<file path="src/rtl/pipes.sv">
// Shared pipeline types: control bundle, stage-to-stage records and the
// memory-stage handshake state.
package pipes;

    // Access width of a load/store, encoded as log2(bytes).
    typedef enum logic [2:0] {
        MSIZE1 = 3'd0,
        MSIZE2 = 3'd1,
        MSIZE4 = 3'd2,
        MSIZE8 = 3'd3
    } MemSizeType;

    // Decoded control travelling alongside each instruction.
    typedef struct packed {
        logic       MemRead;
        logic       MemWrite;
        MemSizeType MemSize;
        logic       RegWrite;
        logic [2:0] WBType;
    } control_t;

    // Execute -> memory record.
    typedef struct packed {
        logic        valid;
        logic [63:0] pc;
        logic [31:0] raw_instr;
        control_t    ctl;
        logic [4:0]  dst;
        logic [63:0] alu_out;
        logic [63:0] MemWriteData;
    } execute_data_t;

    // Memory -> writeback record.
    typedef struct packed {
        logic        valid;
        logic [63:0] pc;
        logic [31:0] raw_instr;
        control_t    ctl;
        logic [4:0]  dst;
        logic [63:0] alu_out;
        logic [63:0] MemReadData;
        logic        skip;
    } memory_data_t;

    // Memory-stage sequencing: IDLE accepts work, WAIT owns the data bus.
    typedef enum logic {
        IDLE = 1'b0,
        WAIT = 1'b1
    } mem_state_t;

endpackage

</file>
<file path="src/rtl/mem_align.sv">
// Byte-lane alignment for the data bus: store strobes, store data shift
// into lanes, and load data shift back down to bit 0.
module mem_align
    import pipes::*;
(
    input  logic [2:0]  addr_lo,
    input  MemSizeType  size,
    input  logic        is_store,
    input  logic [63:0] wdata,
    input  logic [63:0] rdata,
    output logic [7:0]  strobe,
    output logic [63:0] wdata_aligned,
    output logic [63:0] rdata_aligned
);

    logic [5:0] shamt;

    assign shamt         = {addr_lo, 3'b000};
    assign wdata_aligned = wdata << shamt;
    assign rdata_aligned = rdata >> shamt;

    // Byte enables for stores; lanes past byte 7 fall off (misaligned), loads use none.
    always_comb begin
        strobe = 8'h00;
        if (is_store) begin
            case (size)
                MSIZE1:  strobe = 8'h01 << addr_lo;
                MSIZE2:  strobe = 8'h03 << addr_lo;
                MSIZE4:  strobe = 8'h0F << addr_lo;
                MSIZE8:  strobe = 8'hFF;
                default: strobe = 8'h00;
            endcase
        end
    end

endmodule

</file>
<file path="src/rtl/memory_stage.sv">
// Memory pipeline stage: passes ALU results straight through in one cycle,
// or holds a load/store on the data bus until the response arrives.
module memory_stage
    import pipes::*;
(
    input  logic          clk,
    input  logic          reset,
    input  execute_data_t in,
    output logic          in_ready,
    output memory_data_t  out,
    input  logic          out_ready,
    input  logic          flush,
    output logic          dreq_valid,
    output logic [63:0]   dreq_addr,
    output MemSizeType    dreq_size,
    output logic [7:0]    dreq_strobe,
    output logic [63:0]   dreq_data,
    input  logic          dresp_data_ok,
    input  logic [63:0]   dresp_data
);

    mem_state_t    state_q, state_d;
    execute_data_t op_q, op_d;
    memory_data_t  out_q, out_d;
    logic          drop_q, drop_d;
    logic [63:0]   rdata_aligned;

    // Build the writeback record; skip marks memory ops to the MMIO half.
    function automatic memory_data_t make_result(input execute_data_t op,
                                                 input logic [63:0] rdata);
        memory_data_t r;
        r.valid       = 1'b1;
        r.pc          = op.pc;
        r.raw_instr   = op.raw_instr;
        r.ctl         = op.ctl;
        r.dst         = op.dst;
        r.alu_out     = op.alu_out;
        r.MemReadData = rdata;
        r.skip        = (op.ctl.MemRead | op.ctl.MemWrite) & ~op.alu_out[31];
        return r;
    endfunction

    // The latched op drives the bus, so the request stays stable throughout WAIT.
    mem_align u_align (
        .addr_lo       (op_q.alu_out[2:0]),
        .size          (op_q.ctl.MemSize),
        .is_store      (op_q.ctl.MemWrite),
        .wdata         (op_q.MemWriteData),
        .rdata         (dresp_data),
        .strobe        (dreq_strobe),
        .wdata_aligned (dreq_data),
        .rdata_aligned (rdata_aligned)
    );

    assign in_ready   = (state_q == IDLE) && (!out_q.valid || out_ready) && !flush;
    assign out        = out_q;
    assign dreq_valid = (state_q == WAIT) && op_q.valid;
    assign dreq_addr  = op_q.alu_out;
    assign dreq_size  = op_q.ctl.MemSize;

    // Next-state logic: accept/drain in IDLE, wait for the bus in WAIT.
    always_comb begin
        state_d = state_q;
        op_d    = op_q;
        out_d   = out_q;
        drop_d  = drop_q;
        case (state_q)
            IDLE: begin
                if (flush) begin
                    out_d.valid = 1'b0;
                end else if (!out_q.valid || out_ready) begin
                    out_d.valid = 1'b0;
                    if (in.valid) begin
                        if (in.ctl.MemRead || in.ctl.MemWrite) begin
                            op_d    = in;
                            drop_d  = 1'b0;
                            state_d = WAIT;
                        end else begin
                            out_d = make_result(in, 64'h0);
                        end
                    end
                end
            end
            WAIT: begin
                if (out_ready) begin
                    out_d.valid = 1'b0;
                end
                if (flush) begin
                    drop_d = 1'b1;
                end
                if (dresp_data_ok) begin
                    state_d = IDLE;
                    drop_d  = 1'b0;
                    if (!(drop_q || flush)) begin
                        out_d = make_result(op_q, rdata_aligned);
                    end
                end
            end
            default: state_d = IDLE;
        endcase
    end

    // State registers with synchronous active-low reset; reset abandons any bus op.
    always_ff @(posedge clk) begin
        if (!reset) begin
            state_q <= IDLE;
            op_q    <= '0;
            out_q   <= '0;
            drop_q  <= 1'b0;
        end else begin
            state_q <= state_d;
            op_q    <= op_d;
            out_q   <= out_d;
            drop_q  <= drop_d;
        end
    end

endmodule

</file>
<file path="config.mk">
export PLATFORM = sky130hd
export DESIGN_NAME = memory_stage
export DESIGN_NICKNAME = d
export VERILOG_FILES = /design/src/rtl/pipes.sv /design/src/rtl/mem_align.sv /design/src/rtl/memory_stage.sv
export SDC_FILE = /design/constraint.sdc
export NUM_CORES = 1
export LEC_CHECK = 0
export ABC_AREA = 1
export BUFFER_PORTS_ARGS = -buffer_cell sky130_fd_sc_hd__buf_2
export CAP_MARGIN = 10
export CORE_ASPECT_RATIO = 0.8
export CORE_MARGIN = 4
export CORE_UTILIZATION = 39
export DETAILED_ROUTE_END_ITERATION = 8
export SKIP_LAST_GASP = 1
export SLEW_MARGIN = 20
export SYNTH_ARGS = -nofsm -noshare
export SYNTH_HDL_FRONTEND = slang
export SYNTH_HIERARCHICAL = 1
export SYNTH_SLANG_ARGS = --single-unit
</file>
<file path="constraint.sdc">
create_clock -name clk -period 2.1 [get_ports clk]
set_input_delay 0.42 -clock clk [delete_from_list [all_inputs] [get_ports clk]]
set_output_delay 0.42 -clock clk [all_outputs]
set_load 0.01 [all_outputs]
</file>
**Word level (Yosys, flattened, before mapping)**

Cells that the tools add are included.

- Equality and inequality tests: 12
- Shift-type cells: 5
- Mux-type cells: 24
- Bitwise operators: 8
- Reduce and logical (&&, ||, !) cells: 12

Operator list:

| operator | number |
|---|---|
| $mux W240 | 5 |
| $pmux W240 S2 | 1 |
| $mux W239 | 1 |
| $shl A64 B6 Y64 | 1 |
| $shr A64 B6 Y64 | 1 |
| $pmux W8 S4 | 1 |
| $mux W1 | 13 |
| $ne A2 B2 Y1 const B | 5 |
| $reduce_and A5 Y1 | 2 |
| $mux W8 | 1 |
| $shl A1 B3 Y8 const A | 1 |
| $shl A2 B3 Y8 const A | 1 |
| $shl A4 B3 Y8 const A | 1 |
| $eq A3 B2 Y1 const B | 2 |
| $reduce_and A6 Y1 | 1 |
| $ne A2 B1 Y1 const B | 2 |
| $not A1 Y1 | 4 |
| $pmux W1 S2 | 2 |
| $eq A3 B1 Y1 const B | 1 |
| $logic_and A1 B1 Y1 | 3 |
| $logic_not A3 Y1 | 1 |
| $logic_or A1 B1 Y1 | 3 |
| $ne A3 B2 Y1 const B | 1 |
| $ne A3 B3 Y1 const B | 1 |
| other kinds (3) | 6 |

- Register bits after elaboration: 481
- Input bits: 308
- Output and inout port bits: 381
- Word-level logic and storage cells: 86

**Longest topological paths before layout**

- Depth in word-level cells: 7
- Mapped depth: 12
- Gate-level depth less buffers: 11

**Modules after synthesis**

The synthesis kept the hierarchy.

By module, submodules not included:

| module | times used | cells each | area each (um2) | seq. area each (um2) |
|---|---|---|---|---|
| memory_stage | 1 | 3259 | 21140.3 | 9629.2 |
| mem_align | 1 | 757 | 3508.4 | 0.0 |

**Least setup slack after synthesis**

Ideal clock, no wire load.

- Kind: flip-flop to output port
- From: register op_q (netlist bit dreq_addr[1])
- To: output dreq_data[48]
- Arrival: 1303 ps
- Required time: 1680 ps
- Setup slack: 377 ps
- Cell stages (with the launch flop): 9
- Path buffers: 2
- Cells stage by stage: dfxtp_1 > buf_4 > nand2_1 > inv_2 > buf_2 > nand2_1 > o21ai_0 > inv_1 > o21ai_0

- Cells in the longest elaborated chain, start to end: 1

RTL lines:

| what | line | text |
|---|---|---|
| start: declaration | memory_stage.sv:23 | `execute_data_t op_q, op_d;` |
| start signal: assignment | memory_stage.sv:112 | `op_q <= op_d;` |
| $shl A64 B6 Y64 | mem_align.sv:19 | `assign wdata_aligned = wdata << shamt;` |
| end: declaration | memory_stage.sv:17 | `output logic [63:0] dreq_data,` |

No other way between the ends.

**Final worst setup path**

- From: register op_q (netlist bit dreq_addr[0])
- To: output dreq_data[44]

The elaborated chain is that of the path after synthesis.

==> flow_summary_export.csv <==
group,metric,value,unit
sta,max_freq,401,MHz
place,port_buffers,688,
power_and_ir_drop,seq_power_share,41.7,%
routing,via_count,26600,
hold_path,min_path_cells,3,
sta,setup_violations,72,
synth,synth_seq_cells,481,
final_layout,area_growth,28.7,%
power_and_ir_drop,power_switching,7.35,mW
final_layout,drive_above_1_share,23.8,%
power_and_ir_drop,clockPowerShare,37.7,%
die,io_pins,689,
routing,ant_nets,0,
global_routing,grt_overflow,0,
setup_path,crit_path_end_kind,"primary output",
global_routing,grt_pass1_vias,23500,
die,core-area,0.0626,mm²
setup_path,required,1.68,ns
cts,clock_latency,0.60,ns
global_routing,grt_antenna_before_repair,28,
hold_path,hold_path_class,"primary input to flip-flop",
routing,wl_met2,42000,µm
sta,finalHoldViolCount,0,
routing,finalWirelength,94000,µm
routing,drt-met1-wl,40800,µm
synth,async_flop_share,0,%
final_layout,final_cell_mix,"nand2_1 (1223), nor2_1 (987), buf_2 (675)",
cts,cts_tree,"yes",
cts,cts_max_path_buffers,3,
die,dieWidth,289,µm
cts,clk_pin_slew_worst_paths,0.06,ns
routing,viasPerCell,4.86,
power_and_ir_drop,p_int,16.9,mW
cts,numCtsBuffers,52,
setup_path,worstSetupStartpointType,"flip-flop",
synth,synth_top_area_share,39.1,%
power_and_ir_drop,comb_power_share,20.6,%
routing,first_iter_violations,2137,
power_and_ir_drop,ir_drop,639,µV
synth,avgSynthCellArea,6.14,µm²
setup_path,cp.arrival,2.08,ns
setup_path,r2r_cells,12,
cts,cts-root-buf,"clkbuf_16",
final_layout,layout_commonest_cell,"nand2_1",
synth,yosysSeqAreaShare,39.1,%
run_status,failed_checks,"setup timing",
sta,rsz0062_at_grt,"true",
setup_path,cp_max_fo,13,
sta,tightest_slew,0.578,ns
routing,firstDrtPassIters,6,
die,dieArea,0.0673,mm²
power_and_ir_drop,p_total,24.3,mW
sta,tns,-18.73,ns
place,dp_hpwl,67500,µm
global_routing,grt_start_max_net_pins,115,
synth,syn_nets,4324,
power_and_ir_drop,netSwitchingFraction,30.3,%
final_layout,nets,4874,
power_and_ir_drop,power.density,765,mW/mm²
global_routing,grt_pass1_wl,139000,µm
synth,synth_edf_count,0,
routing,top_layer_used,"met5",
routing,route.met3.wl,7840,µm
synth,synth_top_area_cell,"dfxtp_1",
sta,fin_skew,0.0222,ns
die,die_y,233,µm
cts,clock-sinks,481,
synth,synth.area.top_cells,"dfxtp_1 (39%), nand2_1 (19%), nor2_1 (15%)",
sta,final_max_slew_viol_count,0,
cts,htree_levels,2,
routing,wire_per_inst,17.2,µm
synth,synth_cells,4016,
synth,ys.warnings.count,6,
flow_run,maxCapViolCount,0,
run_status,status,"finished with violations",
sta,fin_ws,-0.396,ns
setup_path,worstSetupPathType,"flip-flop to primary output",
synth,synth_cell_types,30,
sta,min_period,2.50,ns
sta,period_share,119,%
synth,synth_area,0.0246,mm²
routing,post-route-drc-count,0,
sta,maxSlewHeadroom,61.5,%
place,place_congestion,0.944,
cts,hold_buffers,0,
synth,ys.flop_type,"dfxtp_1",
global_routing,track_usage,26.2,%
die,initial_utilization,39.4,%
die,rows,82,
power_and_ir_drop,leakage,16.4,nW
layer usage:
metal / global-route usage, % / vias up
li1: - / 13400
met1: 35.6 / 12000
met2: 41.2 / 949
met3: 5.95 / 192
met4: 8.49 / 24
met5: 0 / -
repair_timing:
item,in CTS,in global routing
hold endpoints to repair,0,0
resized for setup,177,127
pin swaps,20,37
setup buffers,13,16
setup endpoints to repair,72,90
gates cloned,6,5
power groups by stage:
stage,Combinational (mW),Clock (mW),Sequential [mW]
floorplan,2.70,0,10.3
global placement,4.51,0,10.3
detailed placement,4.51,0,10.3
CTS,4.78,9.37,10.1
global route,5.52,9.73,10.2
finish,5.00,9.15,10.1
path summary, 6_finish.rpt:
kind / startpoint / endpoint / slack (ns)
setup reg to reg: dreq_addr[0]$_SDFFE_PN0P_ / out[12]$_SDFFE_PN0P_ / 0
setup / recovery: dreq_addr[0]$_SDFFE_PN0P_ / dreq_data[44] / -0.40
hold reg to reg: op_q[238]$_SDFFE_PN0P_ / op_q[238]$_SDFFE_PN0P_ / 0.47
hold / removal: in[144] / op_q[144]$_SDFFE_PN0P_ / 0.08
logic make-up (layout without fill, tap and decap cells):
| kind of cell | count (synthesis) | in the layout | synth area share, % |
|---|---|---|---|
| AO/OA/AOI/OAI | 524 | 524 | 11.1 |
| AND/OR/NAND/NOR | 2393 | 2393 | 37.5 |
| buffers and inverters | 609 | 1198 | 12.0 |
| multiplexers | 9 | 9 | 0.365 |
| other | 0 | 16 | 0 |
| flip-flops | 481 | 481 | 39.1 |
metrics by stage:
step | hold slack (ns) | util (%) | worst slack, ns | std cells | cell area, µm²
final | 0.0803 | 50.7 | -0.396 | 5461 | 31700
after global routing | 0.0650 | 50.7 | -0.451 | 5457 | 31700
after CTS | 0.0380 | 49.6 | -0.364 | 5426 | 31100
after detailed placement | 0.461 | 45.8 | 0.0999 | 5315 | 28700
after global placement | 0.455 | 45.8 | 0.0410 | 5315 | 28700
after floorplan | 0.440 | - | 0.377 | 4016 | 24600
registers in the layout, indices dropped and copies added (netlist names):
| signal | cells |
|---|---|
| op_q | 172 |
| dreq_size | 3 |
| state_q | 1 |
| out | 240 |
| drop_q | 1 |
| dreq_addr | 64 |
layout make-up:
type                       count  area, µm²
tap                          840       1050
antenna                       16       40.0
timing repair buffer         843       5560
fill                        6506      30900
clock inverter                13        151
sequential                   481       9650
inverter                     262       1020
multi-input combinational   2926      12700
clock buffer                  80       1530
synth_stat cells, types with 2 or more instances:
cell type and instances:
inv_2 4, nand3b_1 2, clkbuf_2 2, buf_4 101
o21ai_1 33, nand2_2 2, buf_2 96, dfxtp_1 481
nor2_1 991, nand3_1 88, o211ai_1 22, nor3_1 17
o221ai_1 10, or2_2 30, o22ai_1 2, inv_1 257
buf_1 6, nor2_4 2, buf_6 23, and2_1 3
a21oi_1 89, nand2_1 1254, o21ai_0 367, nand4_1 2
clkbuf_1 119, mux2i_1 9
critical path, cell delays in order, from the launching register on:
cell      delay [ns]
dfxtp_4         0.36
buf_12          0.13
buf_16          0.14
buf_12          0.15
nand2_1         0.07
nand2_2         0.07
o211ai_1        0.25
o21ai_1         0.14
buf_2           0.16
Power figures use the tool's default switching activity.
